[config.mk]
export PLATFORM = sky130hd
export DESIGN_NAME = gemm_c_writeback
export DESIGN_NICKNAME = d
export VERILOG_FILES = /design/src/rtl/gemm_c_writeback.sv
export SDC_FILE = /design/constraint.sdc
export NUM_CORES = 1
export LEC_CHECK = 0
export ABC_AREA = 0
export BUFFER_PORTS_ARGS = -buffer_cell sky130_fd_sc_hd__buf_2
export CORE_UTILIZATION = 54
export CTS_BUF_LIST = sky130_fd_sc_hd__clkbuf_2
export DETAILED_ROUTE_END_ITERATION = 8
export GPL_TIMING_DRIVEN = 1
export PLACE_DENSITY = 0.78
export SYNTH_ARGS = -nofsm -noshare
export SYNTH_HDL_FRONTEND = slang
export SYNTH_SLANG_ARGS = --single-unit
[constraint.sdc]
create_clock -name clk_i -period 7.6 [get_ports clk_i]
set_input_delay 1.9 -clock clk_i [delete_from_list [all_inputs] [get_ports clk_i]]
set_output_delay 1.9 -clock clk_i [all_outputs]
set_load 0.05 [all_outputs]
[src/rtl/gemm_c_writeback.sv]
// Output-drain stage: buffers row-major C results in a small FIFO and
// writes them to SRAM C at consecutive addresses, pulsing done_o at the end.
module gemm_c_writeback #(
  parameter int OutDataWidth  = 32,
  parameter int AddrWidth     = 12,
  parameter int SizeAddrWidth = 8,
  parameter int FifoDepth     = 4
) (
  input  logic                     clk_i,
  input  logic                     rst_ni,
  input  logic                     start_i,
  input  logic [SizeAddrWidth-1:0] M_size_i,
  input  logic [SizeAddrWidth-1:0] N_size_i,
  input  logic                     res_valid_i,
  input  logic [OutDataWidth-1:0]  res_data_i,
  output logic                     res_ready_o,
  output logic [AddrWidth-1:0]     sram_c_addr_o,
  output logic [OutDataWidth-1:0]  sram_c_wdata_o,
  output logic                     sram_c_we_o,
  input  logic                     sram_c_gnt_i,
  output logic                     busy_o,
  output logic                     done_o
);

  localparam int TotW = 2 * SizeAddrWidth;
  localparam int PtrW = $clog2(FifoDepth);
  localparam int CntW = PtrW + 1;

  typedef enum logic [1:0] {IDLE, RUN, DONE} state_e;

  state_e                  state_q, state_d;
  logic [TotW-1:0]         total_q, total_d, total_new;
  logic [TotW-1:0]         in_cnt_q, in_cnt_d, out_cnt_q, out_cnt_d;
  logic [AddrWidth-1:0]    addr_q, addr_d;
  logic [PtrW-1:0]         wr_ptr_q, wr_ptr_d, rd_ptr_q, rd_ptr_d;
  logic [CntW-1:0]         count_q, count_d;
  logic [OutDataWidth-1:0] mem_q [FifoDepth];
  logic                    run, fifo_full, fifo_empty, push, pop;

  assign run        = (state_q == RUN);
  assign fifo_full  = (count_q == CntW'(FifoDepth));
  assign fifo_empty = (count_q == '0);
  assign total_new  = TotW'(M_size_i) * TotW'(N_size_i);

  // Ready never anticipates a same-cycle pop, keeping it a pure register function
  assign res_ready_o    = run && !fifo_full && (in_cnt_q < total_q);
  assign push           = res_valid_i && res_ready_o;
  assign sram_c_we_o    = run && !fifo_empty;
  assign pop            = sram_c_we_o && sram_c_gnt_i;
  assign sram_c_wdata_o = sram_c_we_o ? mem_q[rd_ptr_q] : '0;
  assign sram_c_addr_o  = addr_q;
  assign busy_o         = run;
  assign done_o         = (state_q == DONE);

  always_comb begin
    state_d   = state_q;
    total_d   = total_q;
    in_cnt_d  = in_cnt_q;
    out_cnt_d = out_cnt_q;
    addr_d    = addr_q;
    wr_ptr_d  = wr_ptr_q;
    rd_ptr_d  = rd_ptr_q;
    count_d   = count_q;
    unique case (state_q)
      IDLE: begin
        if (start_i) begin
          total_d   = total_new;
          in_cnt_d  = '0;
          out_cnt_d = '0;
          addr_d    = '0;
          wr_ptr_d  = '0;
          rd_ptr_d  = '0;
          count_d   = '0;
          state_d   = (total_new == '0) ? DONE : RUN;
        end
      end
      RUN: begin
        if (push) begin
          in_cnt_d = in_cnt_q + TotW'(1);
          wr_ptr_d = wr_ptr_q + PtrW'(1);
        end
        if (pop) begin
          out_cnt_d = out_cnt_q + TotW'(1);
          addr_d    = addr_q + AddrWidth'(1);
          rd_ptr_d  = rd_ptr_q + PtrW'(1);
          if (out_cnt_d == total_q) state_d = DONE;
        end
        count_d = count_q + CntW'(push) - CntW'(pop);
      end
      DONE:    state_d = IDLE;
      default: state_d = IDLE;
    endcase
  end

  always_ff @(posedge clk_i) begin
    if (!rst_ni) begin
      state_q   <= IDLE;
      total_q   <= '0;
      in_cnt_q  <= '0;
      out_cnt_q <= '0;
      addr_q    <= '0;
      wr_ptr_q  <= '0;
      rd_ptr_q  <= '0;
      count_q   <= '0;
    end else begin
      state_q   <= state_d;
      total_q   <= total_d;
      in_cnt_q  <= in_cnt_d;
      out_cnt_q <= out_cnt_d;
      addr_q    <= addr_d;
      wr_ptr_q  <= wr_ptr_d;
      rd_ptr_q  <= rd_ptr_d;
      count_q   <= count_d;
    end
  end

  // Storage is data-only; occupancy tracking alone decides what is valid
  always_ff @(posedge clk_i) begin
    if (push) mem_q[wr_ptr_q] <= res_data_i;
  end

endmodule

==> results.sh <==
export IMPL_clockPowerShare=0.206
export IMPL_synth_area_mux_share=0.06541
export IMPL_multi_input_area_sq_mm=0.005356
export IMPL_async_reset_ff_frac=0
export IMPL_r2r_start="total_q[5]"
export IMPL_r2r_cells=15
export IMPL_h_tree_depth=4
export IMPL_sequentialPowerShare=0.495
export IMPL_wl_per_cell_microns=16.05
export IMPL_cts_setup_buffers=0
export IMPL_overflow=0
export IMPL_grt_pass1_wl_microns=34730
export IMPL_finClkSkew_ns=0.03706
export IMPL_numCtsBuffers=17
export IMPL_synth_edf_count=128
export IMPL_firstDrtPassIters=5
export IMPL_p_int_mw=1.704
export IMPL_crit_path_max_incr_delay_ns=0.57
export IMPL_initialDrtViolationCount=492
export IMPL_final_nets=1199
export IMPL_worstReg2RegEnd="count_q[2]"
export IMPL_switching_share=0.3356
export IMPL_worstSetupEndpoint="state_q[1]"
export IMPL_grt_max_degree=43
export IMPL_syn_to_final_growth_pct=9.562
export IMPL_cp_common_cell="fa_1"
export IMPL_cp_end_kind="flip-flop"
export IMPL_area_sequential_sq_mm=0.005266
export IMPL_ys_seq_area_frac=0.4779
export IMPL_maxSlewHeadroom=0.3711
export IMPL_finalSetupViolations=0
export IMPL_max_freq_mhz=170.4
export IMPL_synth_cell_types=65
export IMPL_io_buffers=100
export IMPL_cp_startpoint="M_size_i[0]"
export IMPL_setup_tns_ns=0
export IMPL_worst_path_max_fanout=9
export IMPL_dpl_hpwl_microns=15230
export IMPL_dieArea_sq_mm=0.02098
export IMPL_ctsResizeCount=0
export IMPL_leakage_nw=4.725
export IMPL_core_sq_mm=0.01972
export IMPL_finalCritPeriodShare=0.7722
export IMPL_syn_inst=954
export IMPL_synth_adder_area_share=0.1354
export IMPL_fin_cells=1329
export IMPL_antenna_found_initial=1
export IMPL_cts_root_buf="clkbuf_2"
export IMPL_synth_simple_area_share=0.1592
export IMPL_power_density_mw_per_mm2=212.5
export IMPL_worstSetupStartpointType="input pin"
export IMPL_synth_compound_area_frac=0.08131
export IMPL_hold_class="reg2reg"
export IMPL_die_h_microns=144.8
export IMPL_first_global_vias=7030
export IMPL_ys_flop_type="edfxtp_1"
export IMPL_ys_top_cells_by_count="128 x edfxtp_1, 80 x nand2_1, 75 x inv_1"
export IMPL_crit_arrival_ns=6.57
export IMPL_cts_tree="done"
export IMPL_path_depth=18
export IMPL_synth_seq_cells=199
export IMPL_synth_top_area_frac=0.3489
export IMPL_crit_family="adder cells"
export IMPL_clk_latency_ns=0.77
export IMPL_yosys_warnings=0
export IMPL_netlist_top_cells_area="edfxtp_1 35%, dfxtp_1 13%, ha_1 6.8%"
export IMPL_start_util=0.5588
export IMPL_ir_drop_mv=0.1321
export IMPL_grtUsageTotal=0.2150
export IMPL_finalWirelength_microns=21330
export IMPL_fill_cells=1622
export IMPL_drive_above_1_share=0.1770
export IMPL_synth_top_family_by_area="simple AND/OR/NAND/NOR gates"
export IMPL_pin_count=101
export IMPL_final_hold_violation_count=0
export IMPL_place_congestion=0.8401
export IMPL_fp_dieW_microns=144.8
export IMPL_hp_start="in_cnt_q[1]"
export IMPL_yosysTopAreaCell="edfxtp_1"
export IMPL_synth_most_common_cell="edfxtp_1"
export IMPL_placed_cells_incl_taps=1295
export IMPL_worst_pin_slew_ns=0.9411
export IMPL_outcome="finished, final reports clean"
export IMPL_pwr_share_comb=0.299
export IMPL_clock_path_buffers=2
export IMPL_critPathBufInv=4
export IMPL_r2r_setup_slack_ns=3.79
export IMPL_syn_area_sq_mm=0.01102
export IMPL_period_minus_slack_ns=5.868
export IMPL_yosys_area_share_xor_xnor=0.04293
export IMPL_crit_slowest_cell="fa_1"
export IMPL_required_ns=8.30
export IMPL_rows=51
export IMPL_cap_violations=0
export IMPL_viasPerCell=5.541
export IMPL_vias=7364
export IMPL_rsz0062_at_grt="false"
export IMPL_cts_hold_buffers=0
export IMPL_syn_avg_cell_area_sq_um=11.55
export IMPL_p_sw_mw=0.8608
export IMPL_syn_nets=1104
export IMPL_clk_pin_slew_ns=0.28
export IMPL_drtAntennaViolNets=0
export IMPL_critical_path_class="in2reg"
export IMPL_critical_path_cell_chain="buf_2 -> nand2_1 -> fa_1 -> fa_1 -> inv_1 -> fa_1 -> inv_1 -> fa_1 -> inv_1 -> ha_1 -> a21oi_1 -> nand2b_1 -> nand3_1 -> a2111o_1 -> o211ai_1 -> nand2_1 -> or4_4 -> a21oi_2"
export IMPL_drc=0
export IMPL_cts_sinks=199
export IMPL_slew_viol_final=0
## tightest hold or removal path: stages (launching register included)
cell      delay (ns)
dfxtp_1         0.41
nand2_1         0.06
a21boi_1        0.05
## worst min-delay path by stage
stage / endpoint / cells past startpoint
finish: in_cnt_q[1] / 2
global route: in_cnt_q[1] / 2
CTS: in_cnt_q[15] / 2
detailed placement: in_cnt_q[15] / 2
global placement: wr_ptr_q[1] / 2
floorplan: in_cnt_q[15] / 2
## cell families after synthesis
logic type,count (synthesis)
mux,32
xor+xnor,54
flops,199
compound gates,129
fa+ha+maj,97
buf+inv,109
simple gates,334
## sequential cells by signal, summed over array words and instances (netlist names), named ones only
| register | count |
|---|---|
| total_q | 16 |
| sram_c_addr_o | 12 |
| state_q | 2 |
| rd_ptr_q | 2 |
| in_cnt_q | 16 |
| mem_q | 128 |
| count_q | 3 |
| out_cnt_q | 16 |
| wr_ptr_q | 2 |
## layer usage
layer  global-route usage  vias up  share of wire
li1                     -     3574              -
met1               0.2769     3602           0.44
met2               0.3732      167           0.50
met3              0.04541       21          0.052
met4              0.04488        0          0.011
met5                    0        -              0
## final cells by class
cell class              instances  area share
multi-input cells             646      0.4437
repair buffers                109     0.04706
well taps                     265     0.02747
clock buffers                  18    0.007463
clock inverters                14     0.01389
inverters                      76     0.02374
flip-flops and latches        199      0.4363
diodes                          2   0.0004146
## power groups by stage
stage	clock network, mW	registers (mW)	logic (mW)
after floorplan	0	1.28	0.607
after global placement	0	1.29	0.754
after detailed placement	0	1.29	0.770
after CTS	0.544	1.27	0.776
after global routing	0.580	1.28	0.870
final	0.528	1.27	0.766
## per-stage QoR
stage / hold slack, ns / worst slack [ns] / power (mW) / util / cell area (sq um)
after floorplan: 0.4556 / 1.360 / 1.883 / - / 11020
after detailed placement: 0.4849 / 0.9300 / 2.064 / 0.5989 / 11810
after global routing: 0.5379 / 1.619 / 2.730 / 0.6121 / 12070
after global placement: 0.4786 / 1.057 / 2.046 / 0.5989 / 11810
final: 0.5171 / 1.732 / 2.565 / 0.6122 / 12070
after CTS: 0.5151 / 1.786 / 2.591 / 0.6120 / 12070
## cell usage in the layout, fill, tap and decap left out, drive strengths merged, types with 12 or more instances in the layout
cell type,n
edfxtp,128
buf,109
inv,84
nand2,80
dfxtp,71
and2,62
ha,60
nor2,46
nor2b,44
fa,37
xor2,35
mux4,32
nand3,29
a21oi,27
o21ai,21
a21boi,20
xnor2,19
clkbuf,18
nand4,14
nor3,14
and3,12
(Power assumes the default switching activity.)
